File: src/rtl/vga_fb_scanout.sv
// rtl/vga_fb_scanout.sv - VGA timing plus centred 1-bpp framebuffer scanout
// with VRAM word prefetch and fg/bg/border colouring.
module vga_fb_scanout #(
  parameter int H_ACTIVE   = 640,
  parameter int H_FP       = 16,
  parameter int H_SYNC     = 96,
  parameter int H_BP       = 48,
  parameter int V_ACTIVE   = 480,
  parameter int V_FP       = 10,
  parameter int V_SYNC     = 2,
  parameter int V_BP       = 33,
  parameter int FB_WIDTH   = 512,
  parameter int FB_HEIGHT  = 256,
  parameter int WORD_BITS  = 16,
  parameter int COLOR_BITS = 4,
  parameter int H_SYNC_POL = 0,
  parameter int V_SYNC_POL = 0,
  parameter int ADDR_W     = 13
) (
  input  logic                    clk,
  input  logic                    reset,
  input  logic                    clken,
  input  logic [WORD_BITS-1:0]    vram_rdata,
  output logic [ADDR_W-1:0]       vram_raddr,
  output logic                    vram_rden,
  input  logic [3*COLOR_BITS-1:0] fg_color,
  input  logic [3*COLOR_BITS-1:0] bg_color,
  input  logic [3*COLOR_BITS-1:0] border_color,
  output logic                    h_sync,
  output logic                    v_sync,
  output logic [COLOR_BITS-1:0]   red,
  output logic [COLOR_BITS-1:0]   green,
  output logic [COLOR_BITS-1:0]   blue,
  output logic                    frame_start,
  output logic                    vblank
);

  localparam int H_TOTAL = H_FP + H_SYNC + H_BP + H_ACTIVE;
  localparam int V_TOTAL = V_ACTIVE + V_FP + V_SYNC + V_BP;
  localparam int HA0     = H_FP + H_SYNC + H_BP;
  localparam int X0      = HA0 + (H_ACTIVE - FB_WIDTH) / 2;
  localparam int Y0      = (V_ACTIVE - FB_HEIGHT) / 2;
  localparam int WPL     = FB_WIDTH / WORD_BITS;
  localparam int HW      = $clog2(H_TOTAL);
  localparam int VW      = $clog2(V_TOTAL);
  localparam logic HPOL  = 1'(H_SYNC_POL);
  localparam logic VPOL  = 1'(V_SYNC_POL);

  logic [HW-1:0] h;
  logic [VW-1:0] v;
  int hi, vi, x, y, fx, cx, xbit;
  logic active, in_win_v, in_win, fetch_hit, copy_hit, hs_on, vs_on;
  logic [ADDR_W-1:0] fetch_addr;
  logic [WORD_BITS-1:0] fbuf, disp, disp_sh;
  logic pend;
  logic [3*COLOR_BITS-1:0] pix_color;

  always_comb begin
    hi       = int'(h);
    vi       = int'(v);
    x        = hi - X0;
    y        = vi - Y0;
    active   = (vi < V_ACTIVE) && (hi >= HA0);
    in_win_v = (vi >= Y0) && (vi < Y0 + FB_HEIGHT);
    in_win   = in_win_v && (x >= 0) && (x < FB_WIDTH);
    hs_on    = (hi >= H_FP) && (hi < H_FP + H_SYNC);
    vs_on    = (vi >= V_ACTIVE + V_FP) && (vi < V_ACTIVE + V_FP + V_SYNC);
    // Read is issued 3 pixels ahead of its first column; swap 1 pixel ahead.
    fx        = hi + 3 - X0;
    cx        = hi + 1 - X0;
    fetch_hit = in_win_v && (fx >= 0) && (fx < FB_WIDTH) && (fx % WORD_BITS == 0);
    copy_hit  = in_win_v && (cx >= 0) && (cx < FB_WIDTH) && (cx % WORD_BITS == 0);
    fetch_addr = ADDR_W'(y * WPL + fx / WORD_BITS);
    xbit      = in_win ? (x % WORD_BITS) : 0;
    disp_sh   = disp >> xbit;
    if (!active)
      pix_color = '0;
    else if (in_win)
      pix_color = disp_sh[0] ? fg_color : bg_color;
    else
      pix_color = border_color;
  end

  always_ff @(posedge clk) begin
    if (reset) begin
      h           <= '0;
      v           <= '0;
      vram_rden   <= 1'b0;
      vram_raddr  <= '0;
      pend        <= 1'b0;
      fbuf        <= '0;
      disp        <= '0;
      red         <= '0;
      green       <= '0;
      blue        <= '0;
      frame_start <= 1'b0;
      vblank      <= 1'b0;
      h_sync      <= ~HPOL;
      v_sync      <= ~VPOL;
    end else begin
      vram_rden   <= 1'b0;
      frame_start <= 1'b0;
      pend        <= vram_rden;
      if (pend)
        fbuf <= vram_rdata;
      if (clken) begin
        if (hi == H_TOTAL - 1) begin
          h <= '0;
          if (vi == V_TOTAL - 1)
            v <= '0;
          else
            v <= v + 1'b1;
        end else begin
          h <= h + 1'b1;
        end
        frame_start           <= (hi == H_TOTAL - 1) && (vi == V_TOTAL - 1);
        h_sync                <= hs_on ? HPOL : ~HPOL;
        v_sync                <= vs_on ? VPOL : ~VPOL;
        vblank                <= (vi >= V_ACTIVE);
        {red, green, blue}    <= pix_color;
        if (fetch_hit) begin
          vram_rden  <= 1'b1;
          vram_raddr <= fetch_addr;
        end
        // At full pixel rate the capture and the swap land on the same edge.
        if (copy_hit)
          disp <= pend ? vram_rdata : fbuf;
      end
    end
  end

endmodule

File: config.mk
export PLATFORM = sky130hd
export DESIGN_NAME = vga_fb_scanout
export DESIGN_NICKNAME = d
export VERILOG_FILES = /design/src/rtl/vga_fb_scanout.sv
export SDC_FILE = /design/constraint.sdc
export NUM_CORES = 1
export LEC_CHECK = 0
export CORE_MARGIN = 2
export CORE_UTILIZATION = 29
export DETAILED_ROUTE_END_ITERATION = 8
export SLEW_MARGIN = 20
export SYNTH_ARGS = -nofsm -noshare
export SYNTH_HDL_FRONTEND = slang
export SYNTH_SLANG_ARGS = --single-unit
File: constraint.sdc
create_clock -name clk -period 2.89 [get_ports clk]
set_input_delay 0.289 -clock clk [delete_from_list [all_inputs] [get_ports clk]]
set_output_delay 0.289 -clock clk [all_outputs]
set_load 0.01 [all_outputs]
* Word-level counts from Yosys, hierarchy flattened *
Cells that the tools add are included.

storage, ports and cells
  bits in registers = 83
  input port bits = 55
  output and inout port bits = 30

operators by class
  add/sub/neg operators = 10
  $lt $le $gt $ge = 15
  equality and inequality tests = 2
  shifts and indexed selects = 1
  muxes and demuxes = 10
  bitwise gates (word level) = 4
  reductions and logical operators = 22

operators by type and width
  operator                                                                count
  32-bit zero test                                                        2
  12-bit 2-to-1 mux                                                       3
  32-bit 2-to-1 mux                                                       1
  16-bit by 32-bit right shift with 1-bit output                          1
  10-bit by 9-bit < comparator with 1-bit output, second input constant   3
  12-bit by 1-bit >= comparator with 1-bit output, second input constant  2
  12-bit by 11-bit < comparator with 1-bit output, second input constant  2
  11-bit by 8-bit subtractor with 12-bit output, second input constant    2
  10-bit by 1-bit adder with 10-bit output, second input constant         2
  10-bit by 9-bit >= comparator with 1-bit output, second input constant  2
  10-bit 2-to-1 mux                                                       2
  16-bit 2-to-1 mux                                                       1
  13-bit by 1-bit adder with 13-bit output                                1
  13-bit adder                                                            1
  1-bit logical AND                                                       13
  4-bit OR reduction                                                      3
  10-bit by 1-bit adder with 11-bit output, second input constant         1
  10-bit by 2-bit adder with 11-bit output, second input constant         1
  11-bit by 1-bit >= comparator with 1-bit output, second input constant  1
  11-bit < comparator, second input constant                              1
  10-bit by 8-bit subtractor with 11-bit output, second input constant    1
  10-bit == test, second input constant                                   1
  10-bit by 9-bit == test with 1-bit output, second input constant        1
  10-bit by 5-bit >= comparator with 1-bit output, second input constant  1
  other kinds (9)                                                         15

* Depth between registers and ports, before layout *
  word-level depth = 9
  gate-level depth with buffers = 16
  mapped depth without buffers = 15

* Worst setup path before layout *
No wires, ideal clock.

  path type = register -> register
  start point = register h[0]
  end point = register vram_raddr[11]
  setup time = 69 ps
  arrival time = 3096 ps
  slack = -275 ps
  cell stages (with the launch flop) = 15
  buffers on the path = 2
  cell sequence = dfxtp_1 > buf_4 > inv_1 > ha_1 > and4b_1 > buf_6 > o21ai_4 > and2_1 > ha_1 > a21o_1 > or3_1 > a41o_1 > a41oi_1 > mux2_2 > o21ai_1

between the ends
  longest elaborated chain between the ends = 7
  elaborated cells between the ends (all ways) = 13
  those cells by class = add/sub (4); order compare (2); bitwise (1); reduce/logical (6)

ends and longest elaborated chain
  item                                                                              line  RTL
  start, declared                                                                   49    logic [HW-1:0] h;
  start signal, assigned                                                            114   h <= h + 1'b1;
  10-bit by 2-bit adder with 11-bit output *                                        69    fx = hi + 3 - X0;
  11-bit by 8-bit subtractor with 12-bit output *                                   69
  branches (longest 5 deep; another with 13-bit by 1-bit adder with 13-bit output)  -
  end signal, assigned                                                              123   vram_raddr <= fetch_addr;
  end, declared                                                                     24    output logic [ADDR_W-1:0] vram_raddr,

Every way passes the cells marked *.
A chain may end at the register's enable or synchronous reset.

* Worst setup path in the final report *
  start point = register h[1]
  end point = register vram_raddr[12]

The elaborated chain is that of the path after synthesis.

==> results.sh <==
export IMPL_drtAntennaViolNets=0
export IMPL_path_buf_inv=1
export IMPL_firstDrtPassIters=5
export IMPL_hold_end="vram_raddr[10]$_SDFFE_PP0P_"
export IMPL_grt_max_degree=65
export IMPL_crit_path_top_delay_cell="dfxtp_2"
export IMPL_rsz0062_at_grt="yes"
export IMPL_relSlewSlack_pct=39.1
export IMPL_synthCells=500
export IMPL_numCtsBuffers=9
export IMPL_cts_sinks=83
export IMPL_synth_largest_area_cell="dfxtp_1"
export IMPL_viasPerCell=4.95
export IMPL_avgRoutedWirePerCell_um=14.2
export IMPL_die_height_um=128
export IMPL_setup_tns_ns=-0.0278
export IMPL_crit_family="compound AO/OA/AOI/OAI gates"
export IMPL_cts_clk_slew_worst_paths_ns=0.06
export IMPL_maxSlewViolCount=0
export IMPL_grt_pass1_wl_um=18300
export IMPL_power_density_nw_per_um2=401
export IMPL_place_congestion=0.903
export IMPL_vias=3928
export IMPL_synth_edf_count=0
export IMPL_cpMostUsedCell="ha_4"
export IMPL_yosys_top_cells_area="dfxtp_1 (37%), mux2i_1 (8.5%), nor2_1 (6.5%)"
export IMPL_status="finished with violations"
export IMPL_portBuffers=84
export IMPL_period_needed_ns=2.92
export IMPL_finalWirelength_um=11300
export IMPL_dr_wl_met3_um=697
export IMPL_seq_area_frac_synth_pct=37.2
export IMPL_crit_arrival_ns=3.17
export IMPL_clock_path_buffers=2
export IMPL_period_share_pct=101
export IMPL_h_tree_depth=3
export IMPL_setup_viol=1
export IMPL_worst_pin_slew_ns=0.913
export IMPL_cp_end_kind="flop"
export IMPL_overflow=0
export IMPL_synth_flop_cell="dfxtp_1"
export IMPL_leakagePower_uw=0.00225
export IMPL_antenna_cells=0
export IMPL_ioPinCount=85
export IMPL_drive_gt1_share_pct=14.4
export IMPL_wl_met1_um=5040
export IMPL_final_cell_mix="clkdlybuf4s50_1 (83), dfxtp_1 (81), nor2_1 (76)"
export IMPL_hpwlAfterDp_um=8370
export IMPL_syn_area_um2=4470
export IMPL_synth_top_cell_area_share_pct=37.2
export IMPL_drtIter0Drc=220
export IMPL_ys_types=63
export IMPL_r2r_end="vram_raddr[12]$_SDFFE_PP0P_"
export IMPL_cp_max_fo=6
export IMPL_first_global_vias=3786
export IMPL_final_common_cell="clkdlybuf4s50_1"
export IMPL_cts_tree="yes"
export IMPL_fin_worst_skew_ns=0.00731
export IMPL_area_growth_pct=35.3
export IMPL_synthArstFlopShare_pct=0
export IMPL_path_class="flop to flop"
export IMPL_dr_wl_met2_um=5380
export IMPL_cp_start_kind="flop"
export IMPL_track_usage_pct=14.0
export IMPL_crit_chain="inv_4, ha_4, nor3b_1, o21a_1, nor3_2, ha_2, ha_4, nand4b_1, or3_1, nand3_2, a41oi_4, o211ai_1, a2111oi_2, a311oi_1"
export IMPL_finalHoldViolCount=0
export IMPL_yosys_warnings=0
export IMPL_max_freq_mhz=343
export IMPL_core_um2=15100
export IMPL_remaining_drc_errors=0
export IMPL_dieArea_um2=16400
export IMPL_reg2regPathDepth=14
export IMPL_critPathMaxStageDelay_ns=0.39
export IMPL_min_from="vram_raddr[10]$_SDFFE_PP0P_"
export IMPL_hp_class="flop to flop"
export IMPL_crit_required_ns=3.14
export IMPL_synth_seq_cells=83
export IMPL_worstSkewPairLatency_ns=0.35
export IMPL_worst_slack_ns=-0.0278
export IMPL_initial_core_util_pct=29.5
export IMPL_maxCapViolCount=0
export IMPL_nNetsFinal=676
export IMPL_rrSetupSlack_ns=-0.03
export IMPL_vdd_ir_drop_max_v=0.000280
export IMPL_top_layer="met4"
export IMPL_total_power_uw=2420
export IMPL_cts_root_buf="clkbuf_16"
export IMPL_syn_num_nets=574
export IMPL_min_path_cells=2
export IMPL_die_x_um=128
export IMPL_rows=45
export IMPL_antenna_found_initial=0
export IMPL_r2r_start="h[1]$_SDFFE_PP0P_"
export IMPL_avgSynthCellArea_um2=8.94
export IMPL_path_depth=14
export IMPL_violations="setup timing"
## timing repair
item,in CTS,in global routing
endpoints found under the setup margin,4,7
resized for setup,6,9
hold buffers,0,0
setup buffers,1,4
pin swaps,4,13
## layer usage
layer | track usage [%] | vias to the layer above
met5 | 0 | -
met4 | 3.88 | 0
met3 | 4.97 | 16
met2 | 23.7 | 117
met1 | 16.7 | 1811
li1 | - | 1984
## sequential cells by signal (all words and copies together) (netlist names)
name and cells:
blue 4, h 10, v_sync 1, frame_start 1, v 10, pend 1
disp 16, vram_rden 1, red 4, h_sync 1, green 4, vram_raddr 13
vblank 1, fbuf 16
## tightest hold or removal path, delay by kind of cell, from the launching register on
kind	cells	cell delay, ns
AOI/OAI and AO/OA	1	0.05
and+or+nand+nor	1	0.05
DFF	1	0.31
## stage by stage
step	hold slack (ns)	utilization, %	setup WS [ns]	instances	instance area, um^2
after floorplan	0.420	-	0.0000671	500	4520
after CTS	0.454	39.4	-0.0248	790	5960
after global placement	0.442	37.4	0.0370	774	5660
after global routing	0.472	39.9	-0.176	794	6040
final	0.451	39.9	-0.0278	794	6040
after detailed placement	0.446	37.4	-0.0772	774	5660
## worst max-delay path by stage
stage / start / endpoint / slack (ns)
2_1_floorplan: h[0]$_SDFFE_PP0P_ / vram_raddr[12]$_SDFFE_PP0P_ / 0.00007
3_3_place_gp: h[1]$_SDFFE_PP0P_ / vram_raddr[12]$_SDFFE_PP0P_ / 0.04
3_5_place_dp: h[1]$_SDFFE_PP0P_ / vram_raddr[12]$_SDFFE_PP0P_ / -0.08
4_1_cts: h[0]$_SDFFE_PP0P_ / vram_raddr[12]$_SDFFE_PP0P_ / -0.02
5_1_grt: h[1]$_SDFFE_PP0P_ / vram_raddr[12]$_SDFFE_PP0P_ / -0.18
6_report: h[1]$_SDFFE_PP0P_ / vram_raddr[12]$_SDFFE_PP0P_ / -0.03
## logic make-up (layout without fill, tap and decap cells)
family,count (synthesis),count (layout),synth area share [%]
compound gates,105,105,16.6
xor+xnor,31,31,6.25
fa+ha+maj,19,19,5.32
buf+inv,47,153,5.38
flops,83,83,37.2
mux,42,42,10.3
simple gates,173,173,19.0
## where the power goes
group / switching, uW / total (uW) / internal, uW
registers: 6.34 / 1150 / 1150
clock network: 503 / 1090 / 589
logic: 68.5 / 177 / 109
total: 578 / 2420 / 1850
## cells in the mapped netlist, types with 5 or more instances
master    count
buf_2         9
nor2_1       77
inv_1        13
nand2b_1      6
o21ai_0      10
a21o_1        6
dfxtp_1      83
a211oi_1     18
mux2i_1      38
nor3_1       11
nand3_1      14
or3_1         8
a21oi_1      16
ha_1         19
a22oi_1      14
o21ai_1      11
nand2_1      25
buf_6         6
and3_1        5
xor2_1        9
clkbuf_1     13
xnor2_1      21
and2_1        5
## final cells by class
type / instances / area, um^2
clock buffer: 9 / 225
tap: 188 / 235
sequential: 83 / 1670
timing repair buffer: 124 / 1140
fill: 1528 / 9100
inverter: 14 / 57.6
clock inverter: 6 / 50.0
multi-input combinational: 370 / 2670
Power figures use the tool's default switching activity.
